[src/rtl/lsq.sv]
// Load/store queue: buffers execute-stage memory ops in program order, issues them one at a
// time on the data bus, and returns aligned/extended load data through a write-back handshake.
module lsq #(
  parameter int C_XLEN  = 32,
  parameter int C_DEPTH = 4
) (
  input  logic              clk_i,
  input  logic              resetb_i,
  input  logic              clk_en_i,
  input  logic              ex_lq_wr_i,
  input  logic              ex_sq_wr_i,
  input  logic [2:0]        ex_funct3_i,
  input  logic [4:0]        ex_regd_addr_i,
  input  logic [C_XLEN-1:0] ex_regs2_data_i,
  input  logic [C_XLEN-1:0] ex_addr_i,
  output logic              ex_full_o,
  output logic              busy_o,
  output logic              ovf_o,
  output logic              misalign_o,
  output logic              dmem_req_o,
  input  logic              dmem_ack_i,
  output logic              dmem_we_o,
  output logic [C_XLEN-1:0] dmem_addr_o,
  output logic [3:0]        dmem_be_o,
  output logic [C_XLEN-1:0] dmem_wdata_o,
  input  logic              dmem_rvalid_i,
  input  logic [C_XLEN-1:0] dmem_rdata_i,
  output logic              wb_regd_wr_o,
  output logic [4:0]        wb_regd_addr_o,
  output logic [C_XLEN-1:0] wb_regd_data_o,
  input  logic              wb_ack_i
);

  localparam int AW = $clog2(C_DEPTH);
  localparam int CW = AW + 1;
  localparam logic [CW-1:0] FULL_CNT  = CW'(C_DEPTH);
  localparam logic [CW-1:0] SLACK_CNT = CW'(C_DEPTH - 1);

  typedef struct packed {
    logic              is_store;
    logic [2:0]        funct3;
    logic [4:0]        regd;
    logic [C_XLEN-1:0] data;
    logic [C_XLEN-1:0] addr;
  } entry_t;

  typedef enum logic [1:0] {
    S_IDLE = 2'd0,
    S_REQ  = 2'd1,
    S_WAIT = 2'd2,
    S_WB   = 2'd3
  } state_t;

  state_t          state;
  entry_t          mem [C_DEPTH];
  entry_t          head;
  entry_t          push_entry;
  logic [AW-1:0]   rd_ptr;
  logic [AW-1:0]   wr_ptr;
  logic [CW-1:0]   count;

  logic            push_req;
  logic            push_ok;
  logic            push_drop;
  logic            pop;

  logic [1:0]        head_size;
  logic [1:0]        head_lane;
  logic              head_misaligned;
  logic [3:0]        head_be;
  logic [C_XLEN-1:0] head_wdata;
  logic [C_XLEN-1:0] rd_shifted;
  logic [C_XLEN-1:0] load_data;

  assign head = mem[rd_ptr];

  assign push_entry = '{
    is_store: ex_sq_wr_i,
    funct3:   ex_funct3_i,
    regd:     ex_regd_addr_i,
    data:     ex_regs2_data_i,
    addr:     ex_addr_i
  };

  // Handshakes: a bus request transfers on the first enabled edge with dmem_req_o && dmem_ack_i,
  // and the write-back on the first enabled edge with wb_regd_wr_o && wb_ack_i; until then the
  // request and all its payload stay constant. dmem_rvalid_i is a one-shot strobe honoured only in WAIT.
  always_comb begin
    pop = 1'b0;
    if (clk_en_i) begin
      case (state)
        S_REQ:   pop = head_misaligned || (dmem_ack_i && head.is_store);
        S_WAIT:  pop = dmem_rvalid_i;
        default: pop = 1'b0;
      endcase
    end
  end

  // A full queue still accepts a push when the head is leaving on the same edge.
  assign push_req  = clk_en_i && (ex_lq_wr_i || ex_sq_wr_i);
  assign push_ok   = push_req && ((count != FULL_CNT) || pop);
  assign push_drop = push_req && (count == FULL_CNT) && !pop;

  assign ex_full_o = (count >= SLACK_CNT);
  assign busy_o    = (count != '0) || (state != S_IDLE);

  // funct3[1:0]: 00 byte, 01 halfword, 1x word (covers the unused 011/110/111 encodings).
  always_comb begin
    head_size       = head.funct3[1:0];
    head_lane       = head.addr[1:0];
    head_misaligned = 1'b0;
    head_be         = 4'b1111;
    head_wdata      = head.data;
    case (head_size)
      2'b00: begin
        head_be    = 4'b0001 << head_lane;
        head_wdata = {4{head.data[7:0]}};
      end
      2'b01: begin
        head_misaligned = head_lane[0];
        head_be         = 4'b0011 << head_lane;
        head_wdata      = {2{head.data[15:0]}};
      end
      default: begin
        head_misaligned = (head_lane != 2'b00);
        head_be         = 4'b1111;
        head_wdata      = head.data;
      end
    endcase
  end

  assign rd_shifted = dmem_rdata_i >> {head_lane, 3'b000};

  always_comb begin
    load_data = rd_shifted;
    case (head.funct3)
      3'b000:  load_data = {{(C_XLEN-8){rd_shifted[7]}}, rd_shifted[7:0]};
      3'b001:  load_data = {{(C_XLEN-16){rd_shifted[15]}}, rd_shifted[15:0]};
      3'b100:  load_data = {{(C_XLEN-8){1'b0}}, rd_shifted[7:0]};
      3'b101:  load_data = {{(C_XLEN-16){1'b0}}, rd_shifted[15:0]};
      default: load_data = rd_shifted;
    endcase
  end

  // Entry storage carries no reset; validity comes from count alone.
  always_ff @(posedge clk_i) begin
    if (push_ok) begin
      mem[wr_ptr] <= push_entry;
    end
  end

  always_ff @(posedge clk_i or negedge resetb_i) begin
    if (!resetb_i) begin
      rd_ptr <= '0;
      wr_ptr <= '0;
      count  <= '0;
    end else if (clk_en_i) begin
      if (push_ok) begin
        wr_ptr <= wr_ptr + 1'b1;
      end
      if (pop) begin
        rd_ptr <= rd_ptr + 1'b1;
      end
      case ({push_ok, pop})
        2'b10:   count <= count + 1'b1;
        2'b01:   count <= count - 1'b1;
        default: count <= count;
      endcase
    end
  end

  always_ff @(posedge clk_i or negedge resetb_i) begin
    if (!resetb_i) begin
      state          <= S_IDLE;
      ovf_o          <= 1'b0;
      misalign_o     <= 1'b0;
      dmem_req_o     <= 1'b0;
      dmem_we_o      <= 1'b0;
      dmem_addr_o    <= '0;
      dmem_be_o      <= '0;
      dmem_wdata_o   <= '0;
      wb_regd_wr_o   <= 1'b0;
      wb_regd_addr_o <= '0;
      wb_regd_data_o <= '0;
    end else if (clk_en_i) begin
      ovf_o      <= push_drop;
      misalign_o <= 1'b0;
      case (state)
        S_IDLE: begin
          if (count != '0) begin
            state <= S_REQ;
            // Bus fields are loaded once here so they cannot move while the request waits.
            if (!head_misaligned) begin
              dmem_req_o   <= 1'b1;
              dmem_we_o    <= head.is_store;
              dmem_addr_o  <= {head.addr[C_XLEN-1:2], 2'b00};
              dmem_be_o    <= head_be;
              dmem_wdata_o <= head_wdata;
            end
          end
        end
        S_REQ: begin
          if (head_misaligned) begin
            misalign_o <= 1'b1;
            state      <= S_IDLE;
          end else if (dmem_ack_i) begin
            dmem_req_o <= 1'b0;
            state      <= head.is_store ? S_IDLE : S_WAIT;
          end
        end
        S_WAIT: begin
          if (dmem_rvalid_i) begin
            wb_regd_data_o <= load_data;
            wb_regd_addr_o <= head.regd;
            if (head.regd != 5'd0) begin
              wb_regd_wr_o <= 1'b1;
              state        <= S_WB;
            end else begin
              state <= S_IDLE;
            end
          end
        end
        S_WB: begin
          if (wb_ack_i) begin
            wb_regd_wr_o <= 1'b0;
            state        <= S_IDLE;
          end
        end
        default: state <= S_IDLE;
      endcase
    end
  end

endmodule

[config.mk]
export PLATFORM = sky130hd
export DESIGN_NAME = lsq
export DESIGN_NICKNAME = d
export VERILOG_FILES = /design/src/rtl/lsq.sv
export SDC_FILE = /design/constraint.sdc
export NUM_CORES = 1
export LEC_CHECK = 0
export ABC_AREA = 1
export BUFFER_PORTS_ARGS = -buffer_cell sky130_fd_sc_hd__buf_2
export CELL_PAD_IN_SITES_DETAIL_PLACEMENT = 2
export CELL_PAD_IN_SITES_GLOBAL_PLACEMENT = 2
export CORE_ASPECT_RATIO = 0.6
export CORE_UTILIZATION = 38
export DETAILED_ROUTE_END_ITERATION = 8
export GPL_TIMING_DRIVEN = 0
export MAX_ROUTING_LAYER = met4
export PLACE_DENSITY = 0.76
export SLEW_MARGIN = 20
export SYNTH_ARGS = -nofsm -noshare
export SYNTH_HDL_FRONTEND = slang
export SYNTH_SLANG_ARGS = --single-unit
[constraint.sdc]
create_clock -name clk_i -period 6.7 [get_ports clk_i]
set_clock_uncertainty 0.15 [all_clocks]
set_input_delay 1.005 -clock clk_i [delete_from_list [all_inputs] [get_ports clk_i]]
set_output_delay 1.005 -clock clk_i [all_outputs]
set_load 0.02 [all_outputs]
* After elaboration in Yosys (flattened, before gate mapping) *
Memory sizes are Yosys's and may differ from the RTL's.
Index checks and enable logic that the tools add are counted.

word-level totals
  latch bits = 0
  memory bits (read-only) = 0
  RAM bits = 292
  bits in registers = 117
  input bits = 112
  output and inout bits = 112
  word-level logic and storage cells = 99
  memories kept = 1

memories
  memory  words  width  read ports  clocked after Yosys merged registers in  wr ports  RTL line  source
  mem     4      73     1           0                                        1         55        entry_t mem [C_DEPTH];

operators by class
  multiplexer cells = 28
  bitwise operators = 1
  equal/unequal tests = 19
  div/mod/pow operators = 0
  reductions and logical operators = 28
  shifts and indexed selects = 3
  $add $sub $neg = 4
  multipliers = 0
  magnitude comparators = 1

operators with widths
  operator             number
  $pmux 32 s4          1
  $pmux 32 s2          1
  $shr 32x5->32        1
  $mux 2               7
  $ne 2x2->1 const B   7
  $mux 1               12
  $reduce_and 5->1     2
  $reduce_bool 2->1    5
  $eq 3x3->1 const B   3
  $pmux 1 s2           4
  $pmux 2 s4           1
  $pmux 4 s2           1
  $eq 2x1->1 const B   3
  $eq 2x2->1 const B   3
  $ne 3x3->1 const B   2
  $pmux 3 s2           1
  $reduce_and 2->1     3
  $reduce_and 6->1     1
  $logic_and 1x1->1    5
  $reduce_bool 5->1    1
  $add 2x1->2 const B  2
  $logic_not 2->1      2
  $logic_or 1x1->1     4
  $reduce_and 4->1     1
  11 further kinds     11

* Longest topological paths before layout *
An unclocked memory read counts as a cell.

  depth after elaboration = 11
  gate-level depth with buffers = 19
  depth with buffers taken out = 18

* Least setup slack after synthesis *
OpenSTA, ideal clock, no wires.

  kind = input to register
  from = input dmem_ack_i
  to = memory mem[0][0] (netlist bit) (enable)
  data required time = 6,045 ps
  library setup time = 505 ps
  setup slack = 1,282 ps
  data arrival time = 4,763 ps
  cell stages on the path = 8
  path buffers = 0
  cells stage by stage = nand2_1 o21ai_0 inv_1 nand2_1 nand2_1 o21ai_1 nand3_2 nor2_1

on the way
  word-level cells in the longest chain between the ends = 8

ends and longest elaborated chain
  element                       RTL line  source
  start: declaration            21        input logic dmem_ack_i,
  $logic_and 1x1->1             92        S_REQ: pop = head_misaligned || (dmem_ack_i && head.is_store);
  $logic_or 1x1->1              92
  $pmux 1 s2                    91        case (state)
  $mux 1                        90        if (clk_en_i) begin
  $logic_or 1x1->1              101       assign push_ok = push_req && ((count != FULL_CNT) || pop);
  $logic_and 1x1->1             101
  $mux 1                        147       if (push_ok) begin
  $mux 1 (not written as such)  148       mem[wr_ptr] <= push_entry;
  end: declaration              55

No other way between the ends.

* Final worst setup path *
  from = register rd_ptr[0]
  to = memory mem[0][6] (netlist bit) (enable)

on the way
  word-level cells in the longest chain between the ends = 10
  elaborated cells between the ends (all ways) = 13
  classes of those cells = 1 x eq/ne; 5 x mux; 6 x reduce/logical; 1 x memory

ends and longest elaborated chain
  element                             RTL line  source
  start: declaration                  58        logic [AW-1:0] rd_ptr;
  start signal: assignment            162       rd_ptr <= rd_ptr + 1'b1;
  $mem_v2 4x73 (*)                    n/a
  $eq 2x1->1 (tied with other cells)  114       case (head_size)
  $pmux 1 s2                          114
  $logic_or 1x1->1 (*)                92
  $pmux 1 s2 (*)                      91
  $mux 1 (*)                          90
  $logic_or 1x1->1 (*)                101
  $logic_and 1x1->1 (*)               101
  $mux 1 (*)                          147
  $mux 1 (not written as such) (*)    148

Every way passes the cells marked *; elsewhere a longest branch is shown, timed or not.

==> summary.txt <==
Outcome: finished, final reports clean
Congestion Overflow GR: 0
Flops & latches, synth: 409
Placed instance area: 18800 sq um
Cell Rows: 58
CTS sink count: 409
Final Non-Filler Cells: 2312
Worst Max-Slew Pin Slew: 865 ps
CTS tree: done
P_leak: 7.92 nW
I/O pins: 224
Worst-Skew Late Latency: 570 ps
FF/Latch Area: 11700 sq um
Commonest cells after routing, fill and taps aside: edfxtp_1 (292), buf_2 (248), nor2_1 (238)
Vias per Instance: 5.38
Placed Cells: 2227
Die ar.: 44500 sq um
Most used cell, CP: nand2_1
Via count: 12400
HP Class: input port to asynchronous set/reset pin
Slowest-stage cell, CP: nor2_4
Clock transition at the registers of the reported paths: 70 ps
Post-layout nets: 1822
Core Region: 42500 sq um
Area Overhead vs Synth: 21.6%
CTS max path bufs: 3
Sequential cell area fraction in the yosys report: 0.705
Gpl congestion: 0.867
CP Launch Type: register
CTS Buf Count: 41
Final HPWL DP: 41100 um
Tmin final: 3670 ps
IO buf count: 221
Finished Cell Area: 20200 sq um
Setup TNS: 0 ps
# resized after CTS: 0
PwrDens: 516 nW/um^2
Starting Density: 0.391
Peak fanout along the critical path: 18
Tot Pwr: 10.4 mW
DR iter-0 viols: 1085
Multi-input gate area: 4240 sq um
Ys Warns: 0
Cell area after synthesis: 16600 sq um
First-pass GRT wire length: 86300 um
RSZ-0062 raised after global routing: false
Postcts setup bufs: 0
Relative slew slack: 0.423
CTS Root Cell: clkbuf_16
Mapped Cells: 1419
Worst Path Required: 6810 ps
Crit Path Class: register to register
Maximum VDD drop: 244 uV
R2R depth: 15
Die span in x: 272 um
Initial antenna violation count: 9
Crit path arrival time: 3780 ps
Final hold vios: 0
Fin. max-slew vios: 0
Drt first pass iters: 5
Largest net degree at the start of global routing: 79
Layout cells sized above 1: 0.226
Library cells used by synthesis: 41
CTS HTree Levels: 2
Highest clock rate: 0.272 GHz
CP cell instances: inv_2, buf_6, nand2_1, nand3_1, nand2_1, nand2_2, nand3_1, nand2_1, nand2_1, o21ai_1, nand3_2, nor2_4, buf_12, buf_16, buf_16
Fill count: 4366
Drt drc: 0
CP endpoint kind: register
MaxCap Viol Count: 0
Hold buffers post-CTS: 0
Fin crit share: 0.548
Antenna Nets Post-Route: 0
Largest stage delay, worst path: 490 ps
GRT Util Overall: 0.268
Die height: 164 um
Number of global-route vias before repair: 13800
Avg WL per Cell: 25.0 um
Commonest non-fill, non-tap cell in the layout: edfxtp_1
Final count of negative-setup-slack endpoints: 0
Post-Route WL: 57700 um
Syn avg cell area: 11.7 sq um
-- cell families (layout without fill, tap and decap cells) --
group                      after synthesis  after routing  share of synthesized area
other                                    1             11                   0.000226
AOI/OAI and AO/OA                      324            324                      0.119
and+or+nand+nor                        519            519                      0.124
xor gates and xnor gates                 4              4                    0.00211
adders and majority gates               10             10                    0.00799
buffers and inverters                  152            465                     0.0413
DFF                                    409            409                      0.705
-- registers in the layout (all words and copies together) (netlist names) --
| name | count |
|---|---|
| count | 3 |
| dmem_addr_o | 30 |
| dmem_be_o | 4 |
| dmem_req_o | 1 |
| dmem_wdata_o | 32 |
| dmem_we_o | 1 |
| mem | 292 |
| misalign_o | 1 |
| ovf_o | 1 |
| rd_ptr | 2 |
| state | 2 |
| wb_regd_addr_o | 5 |
| wb_regd_data_o | 32 |
| wb_regd_wr_o | 1 |
| wr_ptr | 2 |
-- synth_stat cells (all sizes together) --
master	count	area (sq um)
clkinv	3	11.3
nand2	240	936
nor3	2	10.0
a22o	1	8.76
inv	67	251
nand3	29	155
o211ai	6	45.0
a31oi	49	369
edfxtp	292	8770
ha	9	113
dfrtp	117	2930
fa	1	20.0
or2	1	6.26
clkbuf	38	144
a32o	5	50.1
o22ai	42	325
nand4	3	18.8
conb	1	3.75
a41oi	8	70.1
xor2	4	35.0
buf	44	279
nor2	243	920
o21ai	177	886
a21oi	27	139
a221o	8	80.1
a22oi	1	7.51
or3	1	11.3
-- metal layers --
| layer | GRT usage | vias to the layer above | wire length (um) |
|---|---|---|---|
| met3 | 0.0412 | 69 | 2670 |
| met1 | 0.365 | 6502 | 26700 |
| li1 | - | 5570 | - |
| met5 | - | - | 0 |
| met2 | 0.426 | 293 | 27400 |
| met4 | 0.0618 | 0 | 960 |
-- stage by stage --
step / hold slack [ps] / setup slack, ps / utilization
3_5_place_dp: 314 / 2950 / 0.444
5_1_grt: 323 / 2780 / 0.475
2_1_floorplan: 335 / 1280 / -
6_report: 286 / 3030 / 0.475
4_1_cts: 332 / 2980 / 0.475
3_3_place_gp: 310 / -1910 / 0.434
-- layout make-up --
class / count / share of cell area
Sequential cell: 409 / 0.580
Multi-Input combinational cell: 859 / 0.210
Timing Repair Buffer: 237 / 0.0742
Clock buffer: 62 / 0.0572
Tap cell: 570 / 0.0353
Buffer: 82 / 0.0210
Inverter: 70 / 0.0130
Clock inverter: 14 / 0.00831
Antenna cell: 9 / 0.00112
-- where the power goes --
| group | switching (mW) | internal, mW | total (mW) |
|---|---|---|---|
| clock network | 1.01 | 1.31 | 2.33 |
| registers | 0.313 | 3.37 | 3.68 |
| logic | 3.13 | 1.27 | 4.40 |
| total | 4.45 | 5.95 | 10.4 |
-- worst paths after layout --
| path | start | end | slack [ps] |
|---|---|---|---|
| worst max-delay path | rd_ptr[0] | mem[0][6] | 3030 |
| worst min-delay path | resetb_i | wb_regd_data_o[11] | 290 |
| worst max register to register | rd_ptr[0] | mem[0][6] | 3030 |
| worst min register to register | dmem_wdata_o[3] | dmem_wdata_o[3] | 320 |
| max in group asynchronous | resetb_i | dmem_wdata_o[18] | 5410 |
| min in group clk_i | dmem_wdata_o[3] | dmem_wdata_o[3] | 320 |
-- worst max-delay path: cells and delay by family, from the launching register on --
family,cells,cell delay (ps)
AND/OR/NAND/NOR,9,1690
AO/OA/AOI/OAI,1,220
flip-flops,1,430
buffers and inverters,5,850
(Power assumes the default switching activity.)
